<file path="config.mk">
export PLATFORM = sky130hd
export DESIGN_NAME = aes_mixcol_sched
export DESIGN_NICKNAME = d
export VERILOG_FILES = /design/src/rtl/aes_pkg.sv /design/src/rtl/aes_mixcol_col.sv /design/src/rtl/aes_mixcol_sched.sv
export SDC_FILE = /design/constraint.sdc
export NUM_CORES = 1
export LEC_CHECK = 0
export CORE_UTILIZATION = 30
export DETAILED_ROUTE_END_ITERATION = 8
export DONT_BUFFER_PORTS = 1
export PLACE_DENSITY = 0.44
export SYNTH_ARGS = -nofsm -noshare
export SYNTH_HDL_FRONTEND = slang
export SYNTH_HIERARCHICAL = 1
export SYNTH_SLANG_ARGS = --single-unit
export TNS_END_PERCENT = 100
</file>
<file path="constraint.sdc">
create_clock -name clk -period 3.8 [get_ports clk]
set_input_delay 0.57 -clock clk [delete_from_list [all_inputs] [get_ports clk]]
set_output_delay 0.57 -clock clk [all_outputs]
set_load 0.05 [all_outputs]
</file>
<file path="src/rtl/aes_pkg.sv">
// Shared AES constants, scheduler FSM state type and GF(2^8) helpers.
// Pure declarations and combinational functions; no state.
// No handshake of its own.
package aes_pkg;

  localparam int         AES_STATE_W = 128;
  localparam int         AES_COL_W   = 32;
  localparam logic [7:0] AES_POLY    = 8'h1B;

  typedef enum logic [1:0] {
    IDLE = 2'd0,
    MIX  = 2'd1,
    DONE = 2'd2
  } sched_state_t;

  // Multiply by x in GF(2^8), reducing by the AES polynomial.
  function automatic logic [7:0] xtime(input logic [7:0] x);
    return {x[6:0], 1'b0} ^ (x[7] ? AES_POLY : 8'h00);
  endfunction

  // Multiply x by coefficient c via shift-and-xor over the bits of c.
  function automatic logic [7:0] gf_mul_const(input logic [7:0] x, input logic [7:0] c);
    logic [7:0] acc;
    logic [7:0] pw;
    acc = 8'h00;
    pw  = x;
    for (int i = 0; i < 8; i++) begin
      if (c[i]) acc = acc ^ pw;
      pw = xtime(pw);
    end
    return acc;
  endfunction

endpackage

</file>
<file path="src/rtl/aes_mixcol_col.sv">
// Single-column MixColumns (InvMixColumns too when AES_MIXCOL_INV_EN is defined).
// Purely combinational, zero latency.
// No handshake; the scheduler owns all flow control.
module aes_mixcol_col
  import aes_pkg::*;
(
  input  logic [AES_COL_W-1:0] col_i,
`ifdef AES_MIXCOL_INV_EN
  input  logic                 inv,
`endif
  output logic [AES_COL_W-1:0] col_o
);

  // First matrix row; later rows are the same bytes rotated right by the row index.
  logic [AES_COL_W-1:0] coef_row;

  // Select forward or inverse circulant coefficients.
  always_comb begin
    coef_row = 32'h02030101;
`ifdef AES_MIXCOL_INV_EN
    if (inv) coef_row = 32'h0e0b0d09;
`endif
  end

  // b_r = XOR over k of coef[(k - r) mod 4] * a_k; byte 0 sits in the MSB.
  always_comb begin
    col_o = '0;
    for (int r = 0; r < 4; r++) begin
      for (int k = 0; k < 4; k++) begin
        col_o[AES_COL_W-1-8*r -: 8] = col_o[AES_COL_W-1-8*r -: 8]
          ^ gf_mul_const(col_i[AES_COL_W-1-8*k -: 8],
                         coef_row[AES_COL_W-1-8*((k - r + 4) % 4) -: 8]);
      end
    end
  end

endmodule

</file>
<file path="src/rtl/aes_mixcol_sched.sv">
// Column-serial MixColumns scheduler sharing one column unit; optional inverse via AES_MIXCOL_INV_EN.
// Latency: 5 cycles accept-to-out_valid when mixing, 1 cycle on last-round bypass.
// Backpressure: in_ready only in IDLE; result held in DONE until out_ready.
module aes_mixcol_sched
  import aes_pkg::*;
#(
  parameter int NUM_COLS = 4,
  parameter int COL_W    = 32
) (
  input  logic                      clk,
  input  logic                      rst_n,
  input  logic                      in_valid,
  output logic                      in_ready,
  input  logic [NUM_COLS*COL_W-1:0] in_state,
  input  logic                      in_last,
`ifdef AES_MIXCOL_INV_EN
  input  logic                      in_inv,
`endif
  output logic                      out_valid,
  input  logic                      out_ready,
  output logic [NUM_COLS*COL_W-1:0] out_state,
  output logic                      busy
);

  localparam int              ST_W     = NUM_COLS * COL_W;
  localparam int              CNT_W    = $clog2(NUM_COLS);
  localparam logic [CNT_W-1:0] LAST_COL = CNT_W'(NUM_COLS - 1);

  sched_state_t     state_q, state_d;
  logic [CNT_W-1:0] col_cnt_q, col_cnt_d;
  logic [ST_W-1:0]  work_q, work_d;
  logic [ST_W-1:0]  out_state_q, out_state_d;
`ifdef AES_MIXCOL_INV_EN
  logic             inv_q, inv_d;
`endif

  logic [COL_W-1:0] col_in;
  logic [COL_W-1:0] col_out;

  // Pick the working column addressed by the column counter.
  always_comb begin
    col_in = work_q[ST_W-1 -: COL_W];
    for (int c = 0; c < NUM_COLS; c++) begin
      if (c == int'(col_cnt_q)) col_in = work_q[ST_W-1-COL_W*c -: COL_W];
    end
  end

  aes_mixcol_col u_col (
    .col_i (col_in),
`ifdef AES_MIXCOL_INV_EN
    .inv   (inv_q),
`endif
    .col_o (col_out)
  );

  // Next-state and handshake outputs; one column is written back per MIX cycle.
  always_comb begin
    state_d     = state_q;
    col_cnt_d   = col_cnt_q;
    work_d      = work_q;
    out_state_d = out_state_q;
`ifdef AES_MIXCOL_INV_EN
    inv_d       = inv_q;
`endif
    in_ready    = 1'b0;
    out_valid   = 1'b0;
    busy        = 1'b0;

    case (state_q)
      IDLE: begin
        in_ready = 1'b1;
        if (in_valid) begin
          work_d = in_state;
`ifdef AES_MIXCOL_INV_EN
          inv_d  = in_inv;
`endif
          if (in_last) begin
            out_state_d = in_state;
            state_d     = DONE;
          end else begin
            col_cnt_d = '0;
            state_d   = MIX;
          end
        end
      end

      MIX: begin
        busy = 1'b1;
        for (int c = 0; c < NUM_COLS; c++) begin
          if (c == int'(col_cnt_q)) out_state_d[ST_W-1-COL_W*c -: COL_W] = col_out;
        end
        if (col_cnt_q == LAST_COL) begin
          col_cnt_d = '0;
          state_d   = DONE;
        end else begin
          col_cnt_d = col_cnt_q + CNT_W'(1);
        end
      end

      DONE: begin
        busy      = 1'b1;
        out_valid = 1'b1;
        if (out_ready) state_d = IDLE;
      end

      default: state_d = IDLE;
    endcase
  end

  assign out_state = out_state_q;

  // State registers with synchronous active-low clear; any in-flight state is dropped.
  always_ff @(posedge clk) begin
    if (!rst_n) begin
      state_q     <= IDLE;
      col_cnt_q   <= '0;
      work_q      <= '0;
      out_state_q <= '0;
`ifdef AES_MIXCOL_INV_EN
      inv_q       <= 1'b0;
`endif
    end else begin
      state_q     <= state_d;
      col_cnt_q   <= col_cnt_d;
      work_q      <= work_d;
      out_state_q <= out_state_d;
`ifdef AES_MIXCOL_INV_EN
      inv_q       <= inv_d;
`endif
    end
  end

endmodule

</file>
=== Yosys cells after proc, flatten, opt, wreduce, memory -nomap -nowiden ===
Index checks and enable logic that the tools add are counted.

* Output and inout bits: 131
* Memories kept: 0
* Logic and storage cells: 80
* Input port bits: 133
* Latch bits: 0
* Bits in registers: 260
* Bits in writable memories: 0
* Bits in read-only memories: 0

* Div/mod/pow operators: 0
* Shift operators: 0
* Multipliers: 0
* Bitwise operators: 20
* Eq/ne operators: 15
* Order comparisons: 0
* Reduce and logical (&&, ||, !) cells: 11
* Mux-type cells: 26
* Add/subtract/negate cells: 1

{| class="wikitable"
|+ Operators with widths
! cell !! count
|-
| two-way mux 128 bit || 2
|-
| case mux 128 bit (2 select lines) || 1
|-
| two-way mux 32 bit || 7
|-
| XOR 8 bit || 20
|-
| two-way mux 5 bit || 4
|-
| inequality test 2 bit, second input constant || 9
|-
| AND reduction 4 bit || 4
|-
| two-way mux 2 bit || 7
|-
| case mux 2 bit (3 select lines) || 1
|-
| AND reduction 3 bit || 2
|-
| == test 2 bit, first input constant || 2
|-
| == test 2 bit, second input constant || 2
|-
| logical NOT 2 bit || 2
|-
| case mux 2 bit (2 select lines) || 1
|-
| two-way mux 1 bit || 3
|-
| adder 2 x 1 -> 2 bit, second input constant || 1
|-
| == test 1 x 2 -> 1 bit, first input constant || 1
|-
| == test 2 x 1 -> 1 bit, second input constant || 1
|-
| AND reduction 2 bit || 1
|-
| nonzero test 2 bit || 1
|-
| OR reduction 2 bit || 1
|}

=== Longest topological paths before layout ===
Gate-level depths: netlist (run 1).

* Depth after elaboration: 12
* Mapped depth: 13
* Mapped depth without buffers: 10

=== Cells and area by module ===
The synthesis (run 1) kept the hierarchy.

{| class="wikitable"
|+ Modules (own cells, without submodules)
! module !! times used !! seq. area each (um2) !! area each (um2) !! cells each
|-
| aes_mixcol_sched || 1 || 5205.0 || 12301.8 || 1329
|-
| aes_mixcol_col || 1 || 0.0 || 1292.5 || 79
|}

=== Worst setup path after synthesis (run 1) ===
No wires, ideal clock.

* Path type: register to register
* Start: register col_cnt_q[1]
* End: register out_state_q[35] (netlist: out_state[35])
* Path buffers: 3
* Data required time: 3.684 ns
* Library setup time: 0.116 ns
* Clock period less this slack: 2.926 ns
* Arrival time: 2.810 ns
* Slack: 0.874 ns
* Cell stages (with the launch flop): 14
* Cells stage by stage: dfxtp_1 inv_1 ha_1 clkbuf_1 buf_2 mux2i_1 o21ai_1 mux2_2 buf_2 xnor2_2 xnor3_1 mux2i_1 nand3_1 o211a_1

* Elaborated cells on any way between the ends: 18
* Classes of those cells: eq/ne (4); mux (7); bitwise (6); reduce/logical (1)

{| class="wikitable"
|+ RTL lines
! item !! line !! source
|-
| from (decl) || aes_mixcol_sched.sv:30 || <nowiki>logic [CNT_W-1:0] col_cnt_q, col_cnt_d;</nowiki>
|-
| from (signal assigned) || aes_mixcol_sched.sv:124 || <nowiki>col_cnt_q <= col_cnt_d;</nowiki>
|-
| == test 2 bit || aes_mixcol_sched.sv:44 || <nowiki>if (c == int'(col_cnt_q)) col_in = work_q[ST_W-1-COL_W*c -: COL_W];</nowiki>
|-
| two-way mux 32 bit (2 in a row) || aes_mixcol_sched.sv:44 ||
|-
| two-way mux 32 bit (*) || aes_mixcol_sched.sv:44 ||
|-
| named net col_in[7] || aes_mixcol_sched.sv:37 || <nowiki>logic [COL_W-1:0] col_in;</nowiki>
|-
| two-way mux 5 bit (*) || -- ||
|-
| XOR 8 bit (*) || -- ||
|-
| XOR 8 bit (*) || aes_mixcol_col.sv:31 || <nowiki>^ gf_mul_const(col_i[AES_COL_W-1-8*k -: 8],</nowiki>
|-
| named net col_out[3] || aes_mixcol_sched.sv:38 || <nowiki>logic [COL_W-1:0] col_out;</nowiki>
|-
| two-way mux 32 bit (*) || aes_mixcol_sched.sv:90 || <nowiki>if (c == int'(col_cnt_q)) out_state_d[ST_W-1-COL_W*c -: COL_W] = col_out;</nowiki>
|-
| case mux 128 bit (2 select lines) (*) || aes_mixcol_sched.sv:69 || <nowiki>case (state_q)</nowiki>
|-
| to (signal assigned) || aes_mixcol_sched.sv:126 || <nowiki>out_state_q <= out_state_d;</nowiki>
|-
| to (decl) || aes_mixcol_sched.sv:32 || <nowiki>logic [ST_W-1:0] out_state_q, out_state_d;</nowiki>
|}

The timed path passes the listed nets; every way through them passes the cells marked *. The select of a mux whose other input is x is not followed.
A chain may end at the register's enable or synchronous reset.

=== Worst setup path after layout (run 1) ===
* Start: register col_cnt_q[0]
* End: register out_state_q[52] (netlist: out_state[52])

* Elaborated cells on any way between the ends: 18
* Classes of those cells: eq/ne (4); mux (7); bitwise (6); reduce/logical (1)

{| class="wikitable"
|+ RTL lines
! item !! line !! source
|-
| == test 2 bit || aes_mixcol_sched.sv:44 ||
|-
| two-way mux 32 bit (2 in a row) || aes_mixcol_sched.sv:44 ||
|-
| two-way mux 32 bit (*) || aes_mixcol_sched.sv:44 ||
|-
| named net col_in[19] || aes_mixcol_sched.sv:37 ||
|-
| XOR 8 bit (*) || aes_pkg.sv:18 || <nowiki>return {x[6:0], 1'b0} ^ (x[7] ? AES_POLY : 8'h00);</nowiki>
|-
| XOR 8 bit (*) (3 in a row) || aes_mixcol_col.sv:31 ||
|-
| named net col_out[20] || aes_mixcol_sched.sv:38 ||
|-
| two-way mux 32 bit (*) || aes_mixcol_sched.sv:90 ||
|-
| case mux 128 bit (2 select lines) (*) || aes_mixcol_sched.sv:69 ||
|}

Marks and branches as above.

==> results of run 1 <==
path summary, 6_finish.rpt:
path                                                    to  slack, ns  cells after the start
worst max-delay path            out_state[52]$_SDFFE_PN0P_       0.25                     11
worst min-delay path               work_q[46]$_SDFFE_PN0P_       0.15                      2
worst max register to register  out_state[52]$_SDFFE_PN0P_       0.25                     11
worst min register to register    work_q[116]$_SDFFE_PN0P_       0.45                      2
logic make-up (layout without fill, tap and decap cells):
group | after synthesis | in the layout | share of synthesized area
compound gates | 293 | 293 | 0.180
flops | 260 | 260 | 0.383
mux | 200 | 200 | 0.152
simple gates | 432 | 432 | 0.134
xor+xnor | 76 | 76 | 0.0942
buf+inv | 138 | 107 | 0.0499
fa+ha+maj | 9 | 9 | 0.00828
worst register-to-register path, stage by stage (launching register included):
cell and delay [ns]:
dfxtp_1 0.34, inv_1 0.12, ha_2 0.41, buf_12 0.25, buf_4 0.25, o21ai_1 0.14
mux2_2 0.35, xnor2_1 0.38, xnor3_1 0.69, mux2i_1 0.28, nand3_1 0.10, o211a_1 0.15
where the power goes:
group | total [uW] | switching, uW | internal, uW
Sequential | 6360 | 2730 | 3630
Clock | 3280 | 1320 | 1960
Combinational | 7600 | 4800 | 2810
Total | 17200 | 8850 | 8400
through the flow:
step	hold WS (ns)	instances	power, uW	instance area (um2)
after global routing	0.140	1969	18100	15200
final	0.147	1969	17200	15200
after global placement	0.440	1905	14100	14100
after detailed placement	0.445	1905	14100	14100
after CTS	0.121	1969	17500	15200
after floorplan	0.433	1408	11400	13600
layout make-up:
cell class                 instances  area share
tap                              592      0.0487
clock buffer                      47      0.0646
clock inverter                    17      0.0100
sequential                       260       0.342
multi-input combinational       1010       0.510
timing repair buffer              36      0.0227
inverter                           7     0.00173
layout by cell type, fill, tap and decap left out, types with 6 or more instances in the layout:
| master | synthesis | final |
|---|---|---|
| a21boi_1 | 128 | 128 |
| buf_12 | 0 | 6 |
| nand2_1 | 294 | 293 |
| nand3_1 | 129 | 129 |
| clkbuf_1 | 74 | 7 |
| ha_1 | 9 | 6 |
| clkbuf_16 | 0 | 36 |
| mux2_2 | 32 | 32 |
| o21ai_1 | 33 | 33 |
| xnor3_1 | 34 | 34 |
| xnor2_1 | 15 | 15 |
| xor2_1 | 16 | 16 |
| buf_4 | 1 | 30 |
| dfxtp_1 | 260 | 260 |
| o211a_1 | 128 | 128 |
| mux2i_1 | 164 | 164 |
| xor3_1 | 7 | 7 |
| clkinv_2 | 0 | 12 |
per-layer routing:
metal,part of all wire,GRT usage,up-vias
li1,-,-,4843
met1,0.45,0.277,5074
met2,0.46,0.345,289
met3,0.069,0.0579,62
met4,0.022,0.0626,0
met5,0,0,-
registers in the layout, indices dropped and copies added, names as in the netlist:
signal     count
state_q        2
out_state    128
work_q       128
col_cnt_q      2
==> flow_metrics.tcl, run 1 <==
set metrics [dict create \
    grt_use_total 0.213 \
    vias 10268 \
    yosysTopAreaCellShare 0.383 \
    cts_buffers 35 \
    clk_latency_ns 0.55 \
    ys.flop_type "dfxtp_1" \
    fin_crit_sh 0.935 \
    syn-instance-count 1408 \
    tns_ns 0 \
    critPathLaunchType "flop" \
    cts.sinks 260 \
    ys_async_sr_fraction 0 \
    hold_viol 0 \
    wl_per_cell_um 25.6 \
    final_util 0.342 \
    clock-root-buffer "clkbuf_16" \
    core_area_um2 44400 \
    multiInputGateArea_um2 7740 \
    cts_tree "done" \
    startpoint "col_cnt_q[0]$_SDFFE_PN0P_" \
    crit_path_max_fanout 35 \
    syn_avg_cell_area_um2 9.66 \
    ff_latch_area_um2 5200 \
    fmax_ghz 0.282 \
    die-height_um 215 \
    final_antenna_net_count 0 \
    drive_gt1_frac 0.105 \
    skew_ns 0.0228 \
    overflow 0 \
    synthTopCellsByArea "dfxtp_1 38%, mux2i_1 12%, o211a_1 9.4%, nand2_1 8.1%, a21boi_1 7.1%" \
    cp_slowest_cell "xnor3_1" \
    start_util 0.306 \
    hold_path_class "in -> reg" \
    critPathArrivalTime_ns 3.99 \
    crit_buf_inv 3 \
    netlist_area_um2 13600 \
    fillCellCount 4598 \
    ys_ff_latch 260 \
    antenna_found_initial 0 \
    gp_congestion 0.803 \
    p_leak_uw 0.00687 \
    cpPeakStageDelay_ns 0.69 \
    layout.nets 1492 \
    io_buffers 0 \
    crit_required_ns 4.24 \
    p_per_area_nw_per_um2 1130 \
    antenna_cells 0 \
    clockBufferDepth 3 \
    yosys_warnings 6 \
    viasPerCell 5.21 \
    slew_violations 0 \
    syn_to_final_growth_pct 11.8 \
    ys_seq_area_frac 0.383 \
    layout_min_cycle_time_ns 3.55 \
    cp_top_family "XOR/XNOR gates" \
    num_io_pins 264 \
    rr_startpoint "col_cnt_q[0]$_SDFFE_PN0P_" \
    hpwl_um 33900 \
    ys_top_cells_by_count "294 x nand2_1, 260 x dfxtp_1, 164 x mux2i_1" \
    synth.distinct_cells 32 \
    setup_ws_ns 0.249 \
    path_class "reg -> reg" \
    ctsHoldBuffers 0 \
    status "finished clean" \
    cts_resized 0 \
    synthesis.nets 1550 \
    grt_pass1_vias 10347 \
    grt_max_degree 265 \
    row_count 77 \
    max-vdd-ir-drop_mv 0.535 \
    critPathCaptureType "flop" \
    slew_headroom 0.465 \
    grt_pass1_wl_um 72300 \
    clk_pin_slew_worst_paths_ns 0.06 \
    rsz0062_at_grt "false" \
    hold_start "in_state[46]" \
    drtIter0Drc 649 \
    cp_cell_sequence "inv_1 > ha_2 > buf_12 > buf_4 > o21ai_1 > mux2_2 > xnor2_1 > xnor3_1 > mux2i_1 > nand3_1 > o211a_1" \
    ctsHtreeMaxLevel 2 \
    synth_edf_count 0 \
    die-area_um2 46200 \
    preCtsSetupSlack_ns 0.245 \
    drc 0 \
    post-synth-top-count-cell "nand2_1" \
    die_x_um 215 \
    finalWirelength_um 50300 \
    yosys.area.top_type "dfxtp_1" \
    drv_cap 0 \
    firstDrtPassIters 5 \
    post_cts_buffers 0 \
    worst_slew_pin_slew_ns 0.802 \
    finalSetupViolCount 0 \
]
No activity file was read; power rests on OpenSTA's default activity.
==> run 2: changes to the inputs <==
--- a/config.mk
+++ b/config.mk
@@ -9,6 +9,7 @@
 export DETAILED_ROUTE_END_ITERATION = 8
 export DONT_BUFFER_PORTS = 1
 export PLACE_DENSITY = 0.44
+export SKIP_CTS_REPAIR_TIMING = 1
 export SYNTH_ARGS = -nofsm -noshare
 export SYNTH_HDL_FRONTEND = slang
 export SYNTH_HIERARCHICAL = 1
==> results of run 2 <==
The final DEF is identical to that of run 1; final timing and power are the same.
==> run 3: changes to the inputs <==
--- a/config.mk
+++ b/config.mk
@@ -8,10 +8,10 @@
 export CORE_UTILIZATION = 30
 export DETAILED_ROUTE_END_ITERATION = 8
 export DONT_BUFFER_PORTS = 1
+export HOLD_SLACK_MARGIN = 0.02
 export PLACE_DENSITY = 0.44
 export SKIP_CTS_REPAIR_TIMING = 1
 export SYNTH_ARGS = -nofsm -noshare
 export SYNTH_HDL_FRONTEND = slang
-export SYNTH_HIERARCHICAL = 1
 export SYNTH_SLANG_ARGS = --single-unit
 export TNS_END_PERCENT = 100
==> run 3 against run 2 <==
Effect of this change:
- via count rose by 9.2%
- sequential power down 30%
- utilization grew 0.081 points
- power shrank 40%
- critical path type unchanged
- largest power group is now registers
- highest routed layer unchanged
==> flow_metrics.tcl, run 3 <==
set metrics [dict create \
    critPathLaunchType "flop" \
    cpPeakStageDelay_ns 0.63 \
    die_x_um 211 \
    slew_violations 0 \
    core_area_um2 43100 \
    hold_viol 0 \
    layout_min_cycle_time_ns 3.47 \
    antenna_cells 0 \
    fillCellCount 4516 \
    finalSetupViolCount 0 \
    fmax_ghz 0.288 \
    placed_area_um2 13800 \
    drive_gt1_frac 0.107 \
    crit_path_max_fanout 18 \
    worst_slew_pin_slew_ns 1.20 \
    stdcell_count 2094 \
    layout_commonest_cell "nand2_1" \
    drtIter0Drc 781 \
    synth_edf_count 0 \
    final_antenna_net_count 0 \
    ys_seq_area_frac 0.397 \
    fin_area_um2 14800 \
    setup_ws_ns 0.325 \
    die-height_um 211 \
    ys_top_cells_by_count "307 x nand2_1, 260 x dfxtp_1, 130 x a21boi_0" \
    ff2ff_path_depth 9 \
    tns_ns 0 \
    drv_cap 0 \
    hold_depth 2 \
    p_per_area_nw_per_um2 703 \
    grt_pass1_vias 10794 \
    grt_max_degree 328 \
    p_total_uw 10400 \
    fin_crit_sh 0.914 \
    finalWirelength_um 53400 \
    die-area_um2 44600 \
    yosys_warnings 0 \
    start_util 0.305 \
    clockBufferDepth 3 \
    path_class "reg -> reg" \
    ys_ff_latch 260 \
    ys_async_sr_fraction 0 \
    ys.flop_type "dfxtp_1" \
    netlist_area_um2 13100 \
    overflow 0 \
    cts_tree "done" \
    post-synth-top-count-cell "nand2_1" \
    layout.nets 1627 \
    cp_slowest_cell "a221oi_1" \
    vias 11214 \
    preCtsSetupSlack_ns 0.257 \
    rsz0062_at_grt "false" \
    drc 0 \
    row_count 76 \
    critPathCaptureType "flop" \
    num_io_pins 264 \
    hold_start "in_state[41]" \
    startpoint "col_cnt_q[1]$_SDFFE_PN0P_" \
    cp_cell_sequence "inv_1 > ha_2 > buf_12 > mux2i_1 > a221oi_1 > xor3_1 > xnor2_1 > nand2_1 > a32o_1" \
    final_cell_mix "306 x nand2_1, 260 x dfxtp_1, 130 x a21boi_0, 125 x o21ai_0, 113 x a21oi_1" \
    critPathArrivalTime_ns 3.95 \
    syn_to_final_growth_pct 12.6 \
    ctsHtreeMaxLevel 1 \
    antenna_found_initial 1 \
    syn-instance-count 1535 \
    cts.sinks 260 \
    hpwl_um 38400 \
    skew_ns 0.0256 \
    p_leak_uw 0.00532 \
    status "finished clean" \
    syn_avg_cell_area_um2 8.55 \
    gp_congestion 0.921 \
    viasPerCell 5.36 \
    grt_pass1_wl_um 76800 \
    synthesis.nets 1675 \
    dp_cells 2040 \
    clk_pin_slew_worst_paths_ns 0.06 \
    yosys.area.top_type "dfxtp_1" \
    r2r_setup_slack_ns 0.33 \
    wl_per_cell_um 25.5 \
    yosysTopAreaCellShare 0.397 \
    crit_required_ns 4.27 \
    clock-root-buffer "clkbuf_16" \
    rr_startpoint "col_cnt_q[1]$_SDFFE_PN0P_" \
    max-vdd-ir-drop_mv 0.343 \
    clk_latency_ns 0.58 \
    synthTopCellsByArea "dfxtp_1 40%, nand2_1 8.8%, a21boi_0 7.4%, o21ai_0 4.8%, a21oi_1 4.3%" \
    firstDrtPassIters 4 \
    io_buffers 0 \
    cts_buffers 30 \
    slew_headroom 0.194 \
    grt_use_total 0.234 \
    synth.distinct_cells 71 \
    hold_path_class "in -> reg" \
]
==> run 3: changes by cell type after synthesis, moves of 28 or more <==
cell,before,now
mux2i_1,164,29
a21boi_0,0,130
o211a_1,128,3
o21ai_0,0,125
a21boi_1,128,4
a21oi_1,0,113
nand3_1,129,17
nor2_1,0,74
a32o_1,0,52
xnor2_1,15,51
clkbuf_1,74,102
==> run 3: path summary, 6_finish.rpt <==
check | to
min reg2reg | work_q[117]$_SDFFE_PN0P_
max | out_state[6]$_SDFFE_PN0P_
max reg2reg | out_state[6]$_SDFFE_PN0P_
min | work_q[41]$_SDFFE_PN0P_
==> run 3: metal layers <==
layer	wire length [um]	vias to the layer above	GRT usage
met5	0	-	0
met4	952	0	0.0542
met3	3800	49	0.0523
met2	24100	333	0.366
met1	24600	5539	0.326
li1	-	5293	-
==> run 3: final cells by class <==
type	instances	area, um2	share of cell area
clock inverter	9	120	0.00813
multi-input combinational	1135	7350	0.498
tap	585	732	0.0495
sequential	260	5200	0.352
clock buffer	45	898	0.0608
inverter	13	48.8	0.00330
timing repair buffer	47	415	0.0281
==> run 3: power breakdown <==
part	total, uW	leakage (uW)	switching (uW)	internal, uW
clock	3040	0.000506	1220	1820
combinational	2910	0.00268	1810	1100
sequential	4450	0.00213	1270	3170
total	10400	0.00532	4300	6090
==> run 3: cell families (layout without fill, tap and decap cells) <==
logic type / count (synthesis) / in the layout / synth area share
AO/OA/AOI/OAI: 512 / 512 / 0.271
XOR/XNOR: 96 / 96 / 0.0833
adder cells (fa/ha/maj): 7 / 7 / 0.00667
buffers and inverters: 140 / 114 / 0.0479
flip-flops: 260 / 260 / 0.397
multiplexers: 45 / 45 / 0.0364
AND/OR/NAND/NOR: 475 / 475 / 0.158
==> run 3: critical path, delay by kind of cell, from the launching register on <==
family	cells	cell delay (ns)
compound gates	2	0.94
mux	1	0.22
xor+xnor	2	0.86
fa+ha+maj	1	0.38
flops	1	0.33
buf+inv	2	0.34
simple gates	1	0.28
==> run 3: stage by stage <==
stage               hold WS, ns   util
floorplan                 0.438      -
global placement          0.448  0.319
detailed placement        0.453  0.319
CTS                       0.105  0.343
global route              0.117  0.343
finish                    0.128  0.343
